`src/rtl/pipeline_stage_buffer.sv`:
```
// Elastic pipeline stage register: valid/ready on both sides, 2-entry skid, flush, NOP bubbles.
// Optional stall counter output enabled by defining STAGE_BUF_STALL_CNT_EN.
module pipeline_stage_buffer #(
    parameter int unsigned       DATA_W    = 32,
    parameter logic [DATA_W-1:0] NOP_VALUE = {DATA_W{1'b0}}
) (
    input  logic              Clk,
    input  logic              Clr_n,
    input  logic              flush,
    input  logic              in_valid,
    output logic              in_ready,
    input  logic [DATA_W-1:0] in_data,
    output logic              out_valid,
    input  logic              out_ready,
    output logic [DATA_W-1:0] out_data,
    output logic [1:0]        count
`ifdef STAGE_BUF_STALL_CNT_EN
    ,
    output logic [15:0]       stall_cnt
`endif
);

    typedef enum logic [1:0] {
        S_EMPTY = 2'd0,
        S_ONE   = 2'd1,
        S_FULL  = 2'd2
    } state_t;

    state_t            r_state;
    state_t            w_state_nxt;
    logic [DATA_W-1:0] r_main;
    logic [DATA_W-1:0] r_skid;
    logic              w_out_valid;
    logic              w_skid_valid;
    logic [1:0]        w_count;
    logic              w_in_xfer;
    logic              w_out_xfer;

    assign in_ready   = !w_skid_valid && !flush && Clr_n;
    assign w_in_xfer  = in_valid && in_ready;
    assign w_out_xfer = w_out_valid && out_ready;

    assign out_valid  = w_out_valid;
    assign out_data   = r_main;
    assign count      = w_count;

    always_ff @(posedge Clk or negedge Clr_n) begin
        if (!Clr_n) begin
            r_state <= S_EMPTY;
        end else begin
            r_state <= w_state_nxt;
        end
    end

    always_comb begin
        w_state_nxt = r_state;
        if (flush) begin
            w_state_nxt = S_EMPTY;
        end else begin
            case (r_state)
                S_EMPTY: begin
                    if (w_in_xfer) w_state_nxt = S_ONE;
                end
                S_ONE: begin
                    if (w_in_xfer && !w_out_xfer)
                        w_state_nxt = S_FULL;
                    else if (!w_in_xfer && w_out_xfer)
                        w_state_nxt = S_EMPTY;
                end
                S_FULL: begin
                    if (w_out_xfer) w_state_nxt = S_ONE;
                end
                default: w_state_nxt = S_EMPTY;
            endcase
        end
    end

    always_comb begin
        w_out_valid  = 1'b0;
        w_skid_valid = 1'b0;
        w_count      = 2'd0;
        case (r_state)
            S_ONE: begin
                w_out_valid = 1'b1;
                w_count     = 2'd1;
            end
            S_FULL: begin
                w_out_valid  = 1'b1;
                w_skid_valid = 1'b1;
                w_count      = 2'd2;
            end
            default: begin
                w_out_valid  = 1'b0;
                w_skid_valid = 1'b0;
                w_count      = 2'd0;
            end
        endcase
    end

    // Main always falls back to NOP_VALUE when it empties, so out_data is a bubble.
    always_ff @(posedge Clk or negedge Clr_n) begin
        if (!Clr_n) begin
            r_main <= NOP_VALUE;
            r_skid <= NOP_VALUE;
        end else if (flush) begin
            r_main <= NOP_VALUE;
        end else begin
            case (r_state)
                S_EMPTY: begin
                    if (w_in_xfer) r_main <= in_data;
                end
                S_ONE: begin
                    if (w_in_xfer && w_out_xfer)
                        r_main <= in_data;
                    else if (w_in_xfer)
                        r_skid <= in_data;
                    else if (w_out_xfer)
                        r_main <= NOP_VALUE;
                end
                S_FULL: begin
                    if (w_out_xfer) r_main <= r_skid;
                end
                default: ;
            endcase
        end
    end

`ifdef STAGE_BUF_STALL_CNT_EN
    logic [15:0] r_stall_cnt;

    always_ff @(posedge Clk or negedge Clr_n) begin
        if (!Clr_n) begin
            r_stall_cnt <= 16'd0;
        end else if (w_out_valid && !out_ready && r_stall_cnt != 16'hFFFF) begin
            r_stall_cnt <= r_stall_cnt + 16'd1;
        end
    end

    assign stall_cnt = r_stall_cnt;
`endif

endmodule

```
`config.mk`:
```
export PLATFORM = sky130hd
export DESIGN_NAME = pipeline_stage_buffer
export DESIGN_NICKNAME = d
export VERILOG_FILES = /design/src/rtl/pipeline_stage_buffer.sv
export SDC_FILE = /design/constraint.sdc
export NUM_CORES = 1
export LEC_CHECK = 0
export ABC_AREA = 1
export CORE_MARGIN = 2
export CORE_UTILIZATION = 50
export CTS_BUF_LIST = sky130_fd_sc_hd__clkbuf_8
export CTS_CLUSTER_SIZE = 12
export DETAILED_ROUTE_END_ITERATION = 8
export PLACE_DENSITY = 0.8
export SLEW_MARGIN = 10
export SYNTH_ARGS = -nofsm -noshare
export SYNTH_HDL_FRONTEND = slang
export SYNTH_SLANG_ARGS = --single-unit
```
`constraint.sdc`:
```
create_clock -name Clk -period 2 [get_ports Clk]
set_clock_uncertainty 0.2 [all_clocks]
set_input_delay 0.4 -clock Clk [delete_from_list [all_inputs] [get_ports Clk]]
set_output_delay 0.4 -clock Clk [all_outputs]
set_load 0.02 [all_outputs]
```
==> impl_metrics.py <==
metrics = {
    "setup_path": {
        "critPathSlowestCell": "dfrtp_1",
        "startpoint": "r_state[0]$_DFFE_PN0P_",
        "cpPeakStageDelay_ns": 0.37,
        "crit_fanout": 8,
        "critical_path.startpoint_type": "flip-flop",
        "cp_top_family": "simple AND/OR/NAND/NOR gates",
        "crit_buf_inv": 4,
        "required_ns": 2.09,
        "cp_cell_sequence": "inv_2, ha_4, buf_6, nor2_4, nand3_4, nand2_2, nand2_4, nor3_4, buf_6, buf_8, nand2_1, nand2_1",
        "cp-end-kind": "flip-flop",
        "arrival_ns": 2.12,
        "rr_startpoint": "r_state[0]$_DFFE_PN0P_",
        "criticalPathCategory": "reg2reg",
    },
    "run_status": {
        "failed_checks": "setup timing",
        "status": "finished with violations",
    },
    "power_and_ir_drop": {
        "powerDensity_nw_per_um2": 1330,
        "leakagePower_uw": 0.00241,
        "peakVddDrop_mv": 0.845,
    },
    "logic_synthesis": {
        "async_flop_share_pct": 100,
        "syn-mean-instance-area_um2": 7.53,
        "yosysUniqueCellTypes": 19,
        "synth_cells": 422,
        "yosysMostFrequentCell": "nand2_1",
        "yosys.area.top_type": "dfrtp_1",
        "yosys_register_bits": 66,
        "yosys_warnings": 0,
        "synth_common_cells": "nand2_1, dfrtp_1, nand3_1",
        "synth-seq-area-share_pct": 51.9,
        "synth_area_leaders": "dfrtp_1, nand2_1, nand3_1, ha_1, nand2_2",
        "mappedNetlistNets": 464,
        "yosysTopAreaCellShare_pct": 51.9,
        "synth_edf_count": 0,
        "netlist_area_um2": 3180,
        "synth-main-ff-cell": "dfrtp_1",
    },
    "floorplanning": {
        "initial_utilization_pct": 50.9,
        "rows": 29,
        "core_area_um2": 6240,
        "die_h_um": 83.7,
        "die_w_um": 83.7,
        "die_area_um2": 7010,
        "io_pins": 73,
    },
    "cts": {
        "cts_tree": "yes",
        "cts_sinks": 66,
        "insertion_delay_ns": 0.35,
        "path_clk_slew_ns": 0.07,
        "clockBufferDepth": 2,
        "cts-root-buf": "clkbuf_8",
        "numCtsBuffers": 9,
        "h-tree-depth": 3,
    },
    "timing": {
        "setup_ws_ns": -0.0308,
        "maxSlewHeadroom_pct": 29.6,
        "setup_viol": 4,
        "post-route-min-period_ns": 2.03,
        "finalHoldViolations": 0,
        "fmax_ghz": 0.492,
        "max_slew.worst_pin.slew_ns": 1.06,
        "finalSetupTns_ns": -0.0422,
        "period_share_pct": 102,
        "rsz0062_at_grt": "true",
        "slew_viol_final": 0,
    },
    "cells_and_area": {
        "seqCellArea_um2": 1650,
        "drive_gt1_share_pct": 18.1,
        "area_delta_synth_final_pct": 42.2,
        "multiInputGateArea_um2": 1490,
        "fin_cells": 597,
        "design_area_um2": 4520,
        "finalNetCount": 559,
        "fillCellCount": 471,
        "diodes": 0,
    },
    "place": {
        "io_buffers": 72,
        "placedCellCount": 572,
        "gp_congestion": 0.820,
        "dp_hpwl_um": 5220,
        "post_dp_cell_area_um2": 4080,
    },
    "detailed_routing": {
        "antenna_left": 0,
        "wl_per_cell_um": 13.8,
        "vias_per_cell": 5.10,
        "dr.pass1.iters": 5,
        "drt_iter0_drc": 268,
        "vias": 3046,
        "drt-total-wl_um": 8260,
        "drc": 0,
    },
    "global_routing": {
        "overflow": 0,
        "grt_pass1_vias": 2912,
        "grt_pass1_wl_um": 13200,
        "antenna_found_initial": 0,
        "grt_usage_pct": 23.6,
        "grt_max_degree": 43,
    },
    "job": {
        "max-cap-violations": 0,
    },
    "hold_path": {
        "hold_path.class": "in2async",
    },
}
-- final cells by class --
cell class	count	share of cell area (%)
timing repair buffer	106	23.8
inverter	9	0.747
clock buffer	12	3.65
sequential	66	36.5
multi-input combinational	325	32.9
tap	77	2.13
clock inverter	2	0.277
-- repair_timing --
item | in CTS | in global routing
endpoints found under the hold margin | 24 | 0
endpoints found under the setup margin | 13 | 92
pin swaps | 0 | 24
buffers inserted | 0 | 7
resized for setup | 17 | 56
hold buffers | 1 | 0
gates cloned | 0 | 3
-- placed cells by master, fill, tap and decap left out --
| cell type | instances |
|---|---|
| nand2_1 | 245 |
| clkdlybuf4s50_1 | 67 |
| dfrtp_1 | 66 |
| nand3_1 | 35 |
| nand2_2 | 28 |
| buf_4 | 16 |
| clkbuf_8 | 12 |
| buf_6 | 8 |
| inv_1 | 5 |
| inv_2 | 4 |
| buf_2 | 4 |
| buf_12 | 4 |
| nor2_1 | 3 |
| ha_4 | 3 |
| buf_8 | 3 |
| ha_1 | 2 |
| nor3b_2 | 1 |
| nor2_4 | 1 |
| nand4_1 | 1 |
| nor2_2 | 1 |
| nand3_4 | 1 |
| nand2_4 | 1 |
| nor3_4 | 1 |
| o21bai_4 | 1 |
| nor3_1 | 1 |
| clkinvlp_4 | 1 |
| clkinv_2 | 1 |
| clkbuf_16 | 1 |
| clkbuf_4 | 1 |
| dlymetal6s4s_1 | 1 |
| clkbuf_2 | 1 |
-- worst register-to-register path: stages (launching register included) --
cell	delay (ns)
dfrtp_1	0.37
inv_2	0.08
ha_4	0.17
buf_6	0.12
nor2_4	0.12
nand3_4	0.10
nand2_2	0.09
nand2_4	0.07
nor3_4	0.22
buf_6	0.16
buf_8	0.13
nand2_1	0.08
nand2_1	0.07
-- through the flow --
stage | power [µW] | utilization (%) | hold WS [ns] | worst slack [ns]
after floorplan | 3570 | - | -0.0956 | 0.0110
after global placement | 4530 | 65.3 | 0.253 | -0.356
after detailed placement | 4630 | 65.3 | 0.257 | -0.347
after CTS | 5660 | 68.4 | 0.105 | -0.0392
after global routing | 6420 | 72.5 | 0.139 | -0.0862
final | 6020 | 72.5 | 0.111 | -0.0308
-- path summary, 6_finish.rpt --
path / slack (ns) / end / cells after the start
max: -0.03 / out_data[22]$_DFFE_PN0P_ / 12
min: 0.11 / r_skid[24]$_DFFE_PN0P_ / 3
max reg2reg: -0.03 / out_data[22]$_DFFE_PN0P_ / 12
min reg2reg: 0.27 / out_data[30]$_DFFE_PN0P_ / 2
max in group asynchronous: 0.57 / out_data[12]$_DFFE_PN0P_ / 3
min in group Clk: 0.27 / out_data[30]$_DFFE_PN0P_ / 2
-- state kept, by name, summed over array words and instances, names as in the netlist --
name / cells
r_skid: 32
out_data: 32
r_state: 2
-- cell families after synthesis --
family | share of synthesized area (%)
adders and majority gates | 1.97
AOI/OAI and AO/OA | 0.354
and+or+nand+nor | 40.7
buffers and inverters | 5.00
DFF | 51.9
-- power breakdown --
group | switching (µW) | total [µW] | internal (µW)
Sequential | 286 | 2150 | 1860
Clock | 491 | 1030 | 535
Combinational | 1570 | 2850 | 1270
Total | 2350 | 6020 | 3670
-- metal layers --
metal | up-vias | GRT usage, % | part of all wire, %
met5 | - | 0 | 0
met1 | 1417 | 30.0 | 43
met3 | 21 | 6.43 | 5.8
li1 | 1493 | - | -
met4 | 0 | 10.3 | 2.5
met2 | 115 | 37.8 | 49
(Power assumes the default switching activity.)
